File: config.mk
export PLATFORM = sky130hd
export DESIGN_NAME = pc_source_reg
export DESIGN_NICKNAME = d
export VERILOG_FILES = /design/src/rtl/pc_source_pkg.sv /design/src/rtl/mux_n.sv /design/src/rtl/pc_source_reg.sv
export SDC_FILE = /design/constraint.sdc
export NUM_CORES = 1
export LEC_CHECK = 0
export CORE_UTILIZATION = 30
export DETAILED_ROUTE_END_ITERATION = 7
export GPL_TIMING_DRIVEN = 1
export PLACE_DENSITY_LB_ADDON = 0.15
export SETUP_SLACK_MARGIN = 0.05
export SLEW_MARGIN = 10
export SYNTH_ARGS = -nofsm -noshare
export SYNTH_HDL_FRONTEND = slang
export SYNTH_SLANG_ARGS = --single-unit
File: constraint.sdc
create_clock -name clk -period 1.7 [get_ports clk]
set_clock_uncertainty 0.15 [all_clocks]
set_input_delay 0.255 -clock clk [delete_from_list [all_inputs] [get_ports clk]]
set_output_delay 0.255 -clock clk [all_outputs]
set_load 0.02 [all_outputs]
File: src/rtl/pc_source_pkg.sv
// Shared constants and types for the registered PC-source selector.
// Source indices follow the multicycle datapath's PCSource encoding.
package pc_source_pkg;

   localparam int SRC_PC4    = 0;
   localparam int SRC_ALUOUT = 1;
   localparam int SRC_JUMP   = 2;
   localparam int SRC_EPC    = 3;
   localparam int SRC_SEXT   = 4;
   localparam int SRC_MEM    = 5;

   localparam logic [31:0] EXC_VECTOR_DEF = 32'h0000_00FF;

   typedef enum logic {
      IDLE = 1'b0,
      HOLD = 1'b1
   } state_t;

endpackage

File: src/rtl/mux_n.sv
// Combinational WIDTH x N_SRC selector over a flattened source bus.
// Out-of-range selector codes yield zero.
module mux_n #(
   parameter int WIDTH = 32,
   parameter int N_SRC = 6,
   parameter int SEL_W = $clog2(N_SRC)
) (
   input  logic [N_SRC*WIDTH-1:0] data_in,
   input  logic [SEL_W-1:0]       selector,
   output logic [WIDTH-1:0]       data_out
);

   always_comb begin
      data_out = '0;
      for (int k = 0; k < N_SRC; k++) begin
         if (selector == SEL_W'(k))
            data_out = data_in[k*WIDTH +: WIDTH];
      end
   end

endmodule

File: src/rtl/pc_source_reg.sv
// Registered next-PC selector with exception redirect and hold window.
// Optional target alignment check: define PC_SOURCE_ALIGN_CHECK_EN.
module pc_source_reg
   import pc_source_pkg::*;
#(
   parameter int          WIDTH       = 32,
   parameter int          N_SRC       = 6,
   parameter int          SEL_W       = $clog2(N_SRC),
   parameter logic [31:0] RESET_VALUE = 32'h0000_0000,
   parameter logic [31:0] EXC_VECTOR  = EXC_VECTOR_DEF,
   parameter int          HOLD_CYCLES = 2
) (
   input  logic                   clk,
   input  logic                   reset,
   input  logic [N_SRC*WIDTH-1:0] data_in,
   input  logic [SEL_W-1:0]       selector,
   input  logic                   load,
   input  logic                   cond_load,
   input  logic                   cond,
   input  logic                   exc_req,
   input  logic                   err_clr,
   output logic [WIDTH-1:0]       data_out,
   output logic                   load_done,
   output logic                   busy,
   output logic                   sel_err,
   output logic                   misalign
);

   localparam logic [3:0]       HOLD_INIT = 4'(HOLD_CYCLES);
   localparam logic [SEL_W:0]   NSRC_L    = (SEL_W+1)'(N_SRC);
   localparam logic [WIDTH-1:0] RST_PC    = WIDTH'(RESET_VALUE);
   localparam logic [WIDTH-1:0] EXC_PC    = WIDTH'(EXC_VECTOR);
   localparam logic             HOLD_EN   = (HOLD_CYCLES > 0);

   state_t           state;
   logic [3:0]       cnt;
   logic [WIDTH-1:0] target;
   logic             wr;
   logic             sel_bad;
   logic             err_new;

   mux_n #(
      .WIDTH (WIDTH),
      .N_SRC (N_SRC),
      .SEL_W (SEL_W)
   ) u_mux (
      .data_in  (data_in),
      .selector (selector),
      .data_out (target)
   );

   assign wr      = load | (cond_load & cond);
   assign sel_bad = {1'b0, selector} >= NSRC_L;
   assign err_new = (state == IDLE) & ~exc_req & wr & sel_bad;

`ifdef PC_SOURCE_ALIGN_CHECK_EN
   logic mis_q;
   logic mis_new;

   assign mis_new  = (state == IDLE) & ~exc_req & wr & ~sel_bad
                   & (|target[1:0]);
   assign misalign = mis_q;

   always_ff @(posedge clk) begin
      if (reset)
         mis_q <= 1'b0;
      else if (mis_new)
         mis_q <= 1'b1;
      else if (err_clr)
         mis_q <= 1'b0;
   end
`else
   logic mis_new;

   assign mis_new  = 1'b0;
   assign misalign = 1'b0;
`endif

   // A new error in the clearing cycle must survive the clear.
   always_ff @(posedge clk) begin
      if (reset)
         sel_err <= 1'b0;
      else if (err_new)
         sel_err <= 1'b1;
      else if (err_clr)
         sel_err <= 1'b0;
   end

   always_ff @(posedge clk) begin
      if (reset) begin
         state     <= IDLE;
         data_out  <= RST_PC;
         cnt       <= '0;
         load_done <= 1'b0;
         busy      <= 1'b0;
      end else begin
         load_done <= 1'b0;
         unique case (state)
            IDLE: begin
               if (exc_req || mis_new) begin
                  data_out <= EXC_PC;
                  cnt      <= HOLD_INIT;
                  state    <= HOLD_EN ? HOLD : IDLE;
                  busy     <= HOLD_EN;
               end else if (wr && !sel_bad) begin
                  data_out  <= target;
                  load_done <= 1'b1;
               end
            end
            HOLD: begin
               if (exc_req) begin
                  data_out <= EXC_PC;
                  cnt      <= HOLD_INIT;
               end else begin
                  cnt <= cnt - 4'd1;
                  if (cnt <= 4'd1) begin
                     state <= IDLE;
                     busy  <= 1'b0;
                  end
               end
            end
            default: begin
               state <= IDLE;
               busy  <= 1'b0;
            end
         endcase
      end
   end

endmodule

==> results of run 1 <==
[where the power goes]
part	internal [W]	total, W	switching (W)
Sequential	0.000988	0.00102	0.0000285
Clock	0.000436	0.000766	0.000330
Combinational	0.000819	0.00133	0.000512
[metrics by stage]
stage | instances | hold WS [ns]
after floorplan | 356 | 0.285
after global placement | 738 | 0.317
after detailed placement | 738 | 0.316
after CTS | 750 | 0.330
after global routing | 753 | 0.350
final | 753 | 0.328
[state kept, by name, indices dropped and copies added, names as in the netlist]
| name | count |
|---|---|
| cnt | 4 |
| state | 1 |
| sel_err | 1 |
| load_done | 1 |
| data_out | 32 |
| busy | 1 |
[repair_timing]
action,CTS,global route
buffers inserted,3,3
pin swaps,7,7
resized for setup,54,15
gates cloned,1,0
setup endpoints to repair,64,29
hold endpoints to repair,0,0
[how the worst max path moves through the flow]
stage,from,end,slack (ns),cells after the start
3_5_place_dp,selector[1],data_out[24],-0.65,5
5_1_grt,state,data_out[7],-0.02,6
3_3_place_gp,cond_load,data_out[29],-0.62,5
6_report,load_done,load_done,0.11,1
4_1_cts,reset,data_out[24],0.05,5
2_1_floorplan,selector[1],data_out[10],0.03,7
[cell type report]
type,instances,area (um^2)
clock buffers,6,72.6
clock inverters,2,35.0
fillers,881,3630
inverters,10,40.0
multi-input cells,266,2100
flip-flops and latches,40,801
well taps,133,166
repair buffers,296,2880
[cell usage in the layout, fill, tap and decap left out, types with 2 or more instances in the layout]
cell / instances
mux2_2: 29
a211oi_1: 3
clkbuf_8: 5
nor4_1: 2
dfxtp_1: 40
a21oi_1: 27
nand2_1: 6
dlygate4sd2_1: 37
dlymetal6s2s_1: 2
nand3_1: 5
buf_4: 47
a311oi_1: 2
a22o_1: 24
clkdlybuf4s50_1: 195
nor2_1: 12
buf_2: 2
xnor2_1: 2
o21ai_0: 5
o22ai_1: 48
buf_6: 5
nand2b_1: 4
buf_12: 8
mux2i_1: 14
o22ai_2: 3
nor3b_4: 2
a221oi_1: 20
nor3_1: 4
ha_1: 2
or2_2: 25
a221oi_2: 14
inv_1: 8
[logic make-up after synthesis]
family | after synthesis
compound gates | 147
mux | 43
xor+xnor | 3
simple gates | 69
other cells | 1
fa+ha+maj | 2
buf+inv | 51
flops | 40
[metal layers]
layer  wire length, um  global-route usage [%]  vias up
met3              1110                    6.50       37
met2              6550                    45.3      182
met5                 0                       0        -
met1              5050                    26.7     1802
li1                  -                       -     1915
met4               448                    10.5        0
==> impl_metrics.env, run 1 <==
export IMPL_status="finished clean"
export IMPL_drv_cap=0
export IMPL_io_pins=238
export IMPL_holdPathStages=2
export IMPL_vias=3936
export IMPL_report_final_slew_viol_count=0
export IMPL_synth_edf_count=0
export IMPL_grt_max_degree=21
export IMPL_syn_num_nets=560
export IMPL_slowest_delay_ns=0.59
export IMPL_worst_path_max_delay_cell="clkdlybuf4s50_1"
export IMPL_critical_path_class="reg2out"
export IMPL_synth_simple_area_share_pct=13.2
export IMPL_drt_total_wl_um=13200
export IMPL_utilization_pct=62.6
export IMPL_root_buffer="clkbuf_8"
export IMPL_area_growth_pct=103
export IMPL_leakage_nw=2.52
export IMPL_gp_congestion=0.821
export IMPL_finalPower_w=0.00311
export IMPL_grt_pass1_wl_um=19900
export IMPL_cp_required_ns=1.29
export IMPL_clk_path_buf_depth=2
export IMPL_die_h_um=102
export IMPL_ctsHoldBuffers=0
export IMPL_track_usage_pct=24.7
export IMPL_r2r_start="state"
export IMPL_clk_insertion_delay_late_ns=0.29
export IMPL_rsz0062_at_grt="true"
export IMPL_synth_mux_area_share_pct=15.6
export IMPL_crit_chain="clkdlybuf4s50_1"
export IMPL_ys_seq_area_share_pct=26.7
export IMPL_p_per_area_nw_per_um2=511
export IMPL_hold_path_class="reg2reg"
export IMPL_tritoncts="done"
export IMPL_crit_fanout=1
export IMPL_setup_violations=0
export IMPL_ys_warn_count=0
export IMPL_fmax_ghz=0.628
export IMPL_fin_ws_ns=0.109
export IMPL_synth_area_um2=3000
export IMPL_r2r_end="data_out[7]"
export IMPL_period_share_pct=93.6
export IMPL_endpoint_kind="output port"
export IMPL_fin_crit_ns=1.59
export IMPL_synth_most_common_cell="o22ai_1"
export IMPL_synthArstFlopShare_pct=0
export IMPL_rows=36
export IMPL_htree_levels=2
export IMPL_grt_pass1_vias=4048
export IMPL_reg2reg_setup_slack_ns=0.11
export IMPL_grt_overflow_total=0
export IMPL_postLayoutCellArea_um2=6090
export IMPL_holdPathEnd="sel_err"
export IMPL_dp_slack_ns=-0.652
export IMPL_hpwl_um=10500
export IMPL_first_pass_iters=4
export IMPL_synth_cell_types=34
export IMPL_placed_area_um2=5800
export IMPL_synth_cells=356
export IMPL_ys_flop_type="dfxtp_1"
export IMPL_min_from="sel_err"
export IMPL_synth_common_cells="51 x o22ai_1, 40 x dfxtp_1, 34 x a221oi_1, 29 x mux2_2, 28 x a21oi_1"
export IMPL_cp_num_buf_inv=1
export IMPL_drive_gt1_share_pct=24.4
export IMPL_die_area_um2=10400
export IMPL_synth_top_family_by_area="compound AO/OA/AOI/OAI gates"
export IMPL_drtIter0Drc=93
export IMPL_portBuffers=236
export IMPL_die_x_um=102
export IMPL_vdd_ir_drop_max_v=0.000429
export IMPL_grt_antenna_before_repair=0
export IMPL_synth_xor_area_share_pct=0.876
export IMPL_synth_adder_area_share_pct=0.834
export IMPL_diodes=0
export IMPL_path_clk_slew_ns=0.08
export IMPL_reg2reg_depth=6
export IMPL_ys_ff_latch=40
export IMPL_start_kind="flip-flop"
export IMPL_cts_sinks=40
export IMPL_path_delay_family="buffers and inverters"
export IMPL_coreArea_um2=9730
export IMPL_ant_nets=0
export IMPL_cts_buffers=5
export IMPL_ys_top_cells_by_area="dfxtp_1 27%, mux2_2 11%, o22ai_1 11%"
export IMPL_synth_compound_area_share_pct=34.4
export IMPL_synth_largest_area_cell="dfxtp_1"
export IMPL_hold_viol=0
export IMPL_drc=0
export IMPL_finalNetCount=823
export IMPL_start_util_pct=30.8
export IMPL_tns_ns=0
export IMPL_arrival_ns=1.19
export IMPL_avgSynthCellArea_um2=8.42
export IMPL_post_drt_wl_per_cell_um=17.5
export IMPL_yosysTopAreaCellShare_pct=26.7
export IMPL_avgViaCountPerCell=5.23
Power figures use the tool's default switching activity.
==> run 2: changes to the inputs <==
--- a/config.mk
+++ b/config.mk
@@ -5,11 +5,13 @@
 export SDC_FILE = /design/constraint.sdc
 export NUM_CORES = 1
 export LEC_CHECK = 0
+export CORE_MARGIN = 2
 export CORE_UTILIZATION = 30
 export DETAILED_ROUTE_END_ITERATION = 7
 export GPL_TIMING_DRIVEN = 1
 export PLACE_DENSITY_LB_ADDON = 0.15
 export SETUP_SLACK_MARGIN = 0.05
+export SKIP_CTS_REPAIR_TIMING = 1
 export SLEW_MARGIN = 10
 export SYNTH_ARGS = -nofsm -noshare
 export SYNTH_HDL_FRONTEND = slang
==> impl_metrics.env, run 2 (synthesis results as in run 1) <==
export IMPL_status="finished clean"
export IMPL_report_final_slew_viol_count=0
export IMPL_seqPwrFrac_pct=32.0
export IMPL_hpwl_um=9930
export IMPL_track_usage_pct=22.3
export IMPL_finalNetCount=796
export IMPL_arrival_ns=1.65
export IMPL_rows=36
export IMPL_setup_violations=0
export IMPL_start_kind="flip-flop"
export IMPL_final_cell_mix="195 x clkdlybuf4s50_1, 51 x o22ai_1, 40 x dfxtp_1"
export IMPL_grt_antenna_before_repair=0
export IMPL_p_per_area_nw_per_um2=519
export IMPL_fin_crit_ns=1.64
export IMPL_fmax_ghz=0.610
export IMPL_leakage_nw=2.86
export IMPL_drv_cap=0
export IMPL_cts_buffers=5
export IMPL_pwr_share_clk_pct=26.1
export IMPL_drc=0
export IMPL_p_int_w=0.00228
export IMPL_cp_endpoint="data_out[0]"
export IMPL_crit_fanout=8
export IMPL_drive_gt1_share_pct=21.8
export IMPL_grt_pass1_wl_um=19700
export IMPL_tns_ns=0
export IMPL_path_clk_slew_ns=0.08
export IMPL_grt_max_degree=39
export IMPL_placed_area_um2=5630
export IMPL_switching_share_pct=28.1
export IMPL_postLayoutCellArea_um2=6120
export IMPL_ant_nets=0
export IMPL_final_common_cell="clkdlybuf4s50_1"
export IMPL_clk_insertion_delay_late_ns=0.29
export IMPL_vias=3880
export IMPL_htree_levels=2
export IMPL_diodes=0
export IMPL_vdd_ir_drop_max_v=0.000537
export IMPL_met3_length_um=1020
export IMPL_die_h_um=104
export IMPL_drtIter0Drc=168
export IMPL_grt_pass1_vias=3839
export IMPL_tritoncts="done"
export IMPL_grt_overflow_total=0
export IMPL_portBuffers=236
export IMPL_cts_sinks=40
export IMPL_period_share_pct=96.4
export IMPL_post_drt_wl_per_cell_um=18.4
export IMPL_root_buffer="clkbuf_8"
export IMPL_whs_ns=0.325
export IMPL_coreArea_um2=9730
export IMPL_first_pass_iters=4
export IMPL_largest_reg_flops=32
export IMPL_power_switching_w=0.000892
export IMPL_critical_path_class="reg2reg"
export IMPL_hold_viol=0
export IMPL_highest_layer="met4"
export IMPL_die_area_um2=10800
export IMPL_reg2reg_depth=6
export IMPL_rsz0062_at_grt="false"
export IMPL_clk_path_buf_depth=2
export IMPL_max_flop_register="data_out"
export IMPL_die_x_um=104
export IMPL_r2r_end="data_out[0]"
export IMPL_area_growth_pct=104
export IMPL_cp_required_ns=1.71
export IMPL_start_util_pct=30.8
export IMPL_io_pins=238
export IMPL_avgViaCountPerCell=5.34
export IMPL_reg_largest_list="data_out: 32 flops, cnt: 4 flops"
export IMPL_drt_total_wl_um=13300
export IMPL_p_comb_share_pct=41.9
export IMPL_endpoint_kind="flip-flop"
export IMPL_gp_congestion=0.808
export IMPL_reg2reg_setup_slack_ns=0.06
export IMPL_finalPower_w=0.00318
export IMPL_r2r_start="state"
export IMPL_wl_met2_um=6770
export IMPL_utilization_pct=62.9
export IMPL_hold_path_class="in2reg"
export IMPL_critical_path_startpoint="state"
export IMPL_wl_met1_um=5350
-- run 2: cell types whose count changed in the layout (fill, tap and decap cells not counted), sizes merged --
cell | previous run | this run
buf | 62 | 33
clkbuf | 6 | 8
dlygate4sd2 | 37 | 0
dlymetal6s2s | 2 | 39
-- run 2: stage by stage --
| stage | instances | setup slack [ns] |
|---|---|---|
| 2_1_floorplan | 356 | 0.0335 |
| 3_3_place_gp | 712 | -0.621 |
| 3_5_place_dp | 712 | -0.687 |
| 4_1_cts | 720 | -0.385 |
| 5_1_grt | 726 | 0.000182 |
| 6_report | 726 | 0.0606 |
-- run 2: worst min-delay path by stage --
stage                startpoint  cells past startpoint           to
CTS                 data_out[7]                      2  data_out[7]
global route            sel_err                      2      sel_err
finish              selector[2]                      5      sel_err
detailed placement  data_out[7]                      2  data_out[7]
floorplan               exc_req                      2      sel_err
global placement    data_out[7]                      2  data_out[7]
-- run 2: layout make-up --
cell class	count	area (um^2)
fillers	847	3610
repair buffers	269	2880
multi-input cells	266	2110
flip-flops and latches	40	801
well taps	133	166
clock buffers	6	82.6
inverters	10	40.0
clock inverters	2	38.8
-- run 2: critical path: stages (launching register included) --
cell and delay (ns):
dfxtp_1 0.32, buf_4 0.16, nor2_2 0.11, nand3b_1 0.14, buf_4 0.19, a221oi_1 0.32
a221oi_2 0.11
-- run 2: power by group through the flow --
| stage | clock (W) | sequential [W] | combinational (W) |
|---|---|---|---|
| final | 0.000829 | 0.00101 | 0.00133 |
| after global routing | 0.000879 | 0.00102 | 0.00142 |
| after CTS | 0.000840 | 0.00102 | 0.00124 |
| after detailed placement | 0 | 0.00104 | 0.00124 |
| after global placement | 0 | 0.00104 | 0.00122 |
| after floorplan | 0 | 0.00109 | 0.000483 |
-- run 2: per-layer routing --
layer	vias to the layer above	track usage, %
met5	-	0
met4	0	7.14
met3	16	6.70
met2	167	38.8
met1	1836	26.1
li1	1861	-
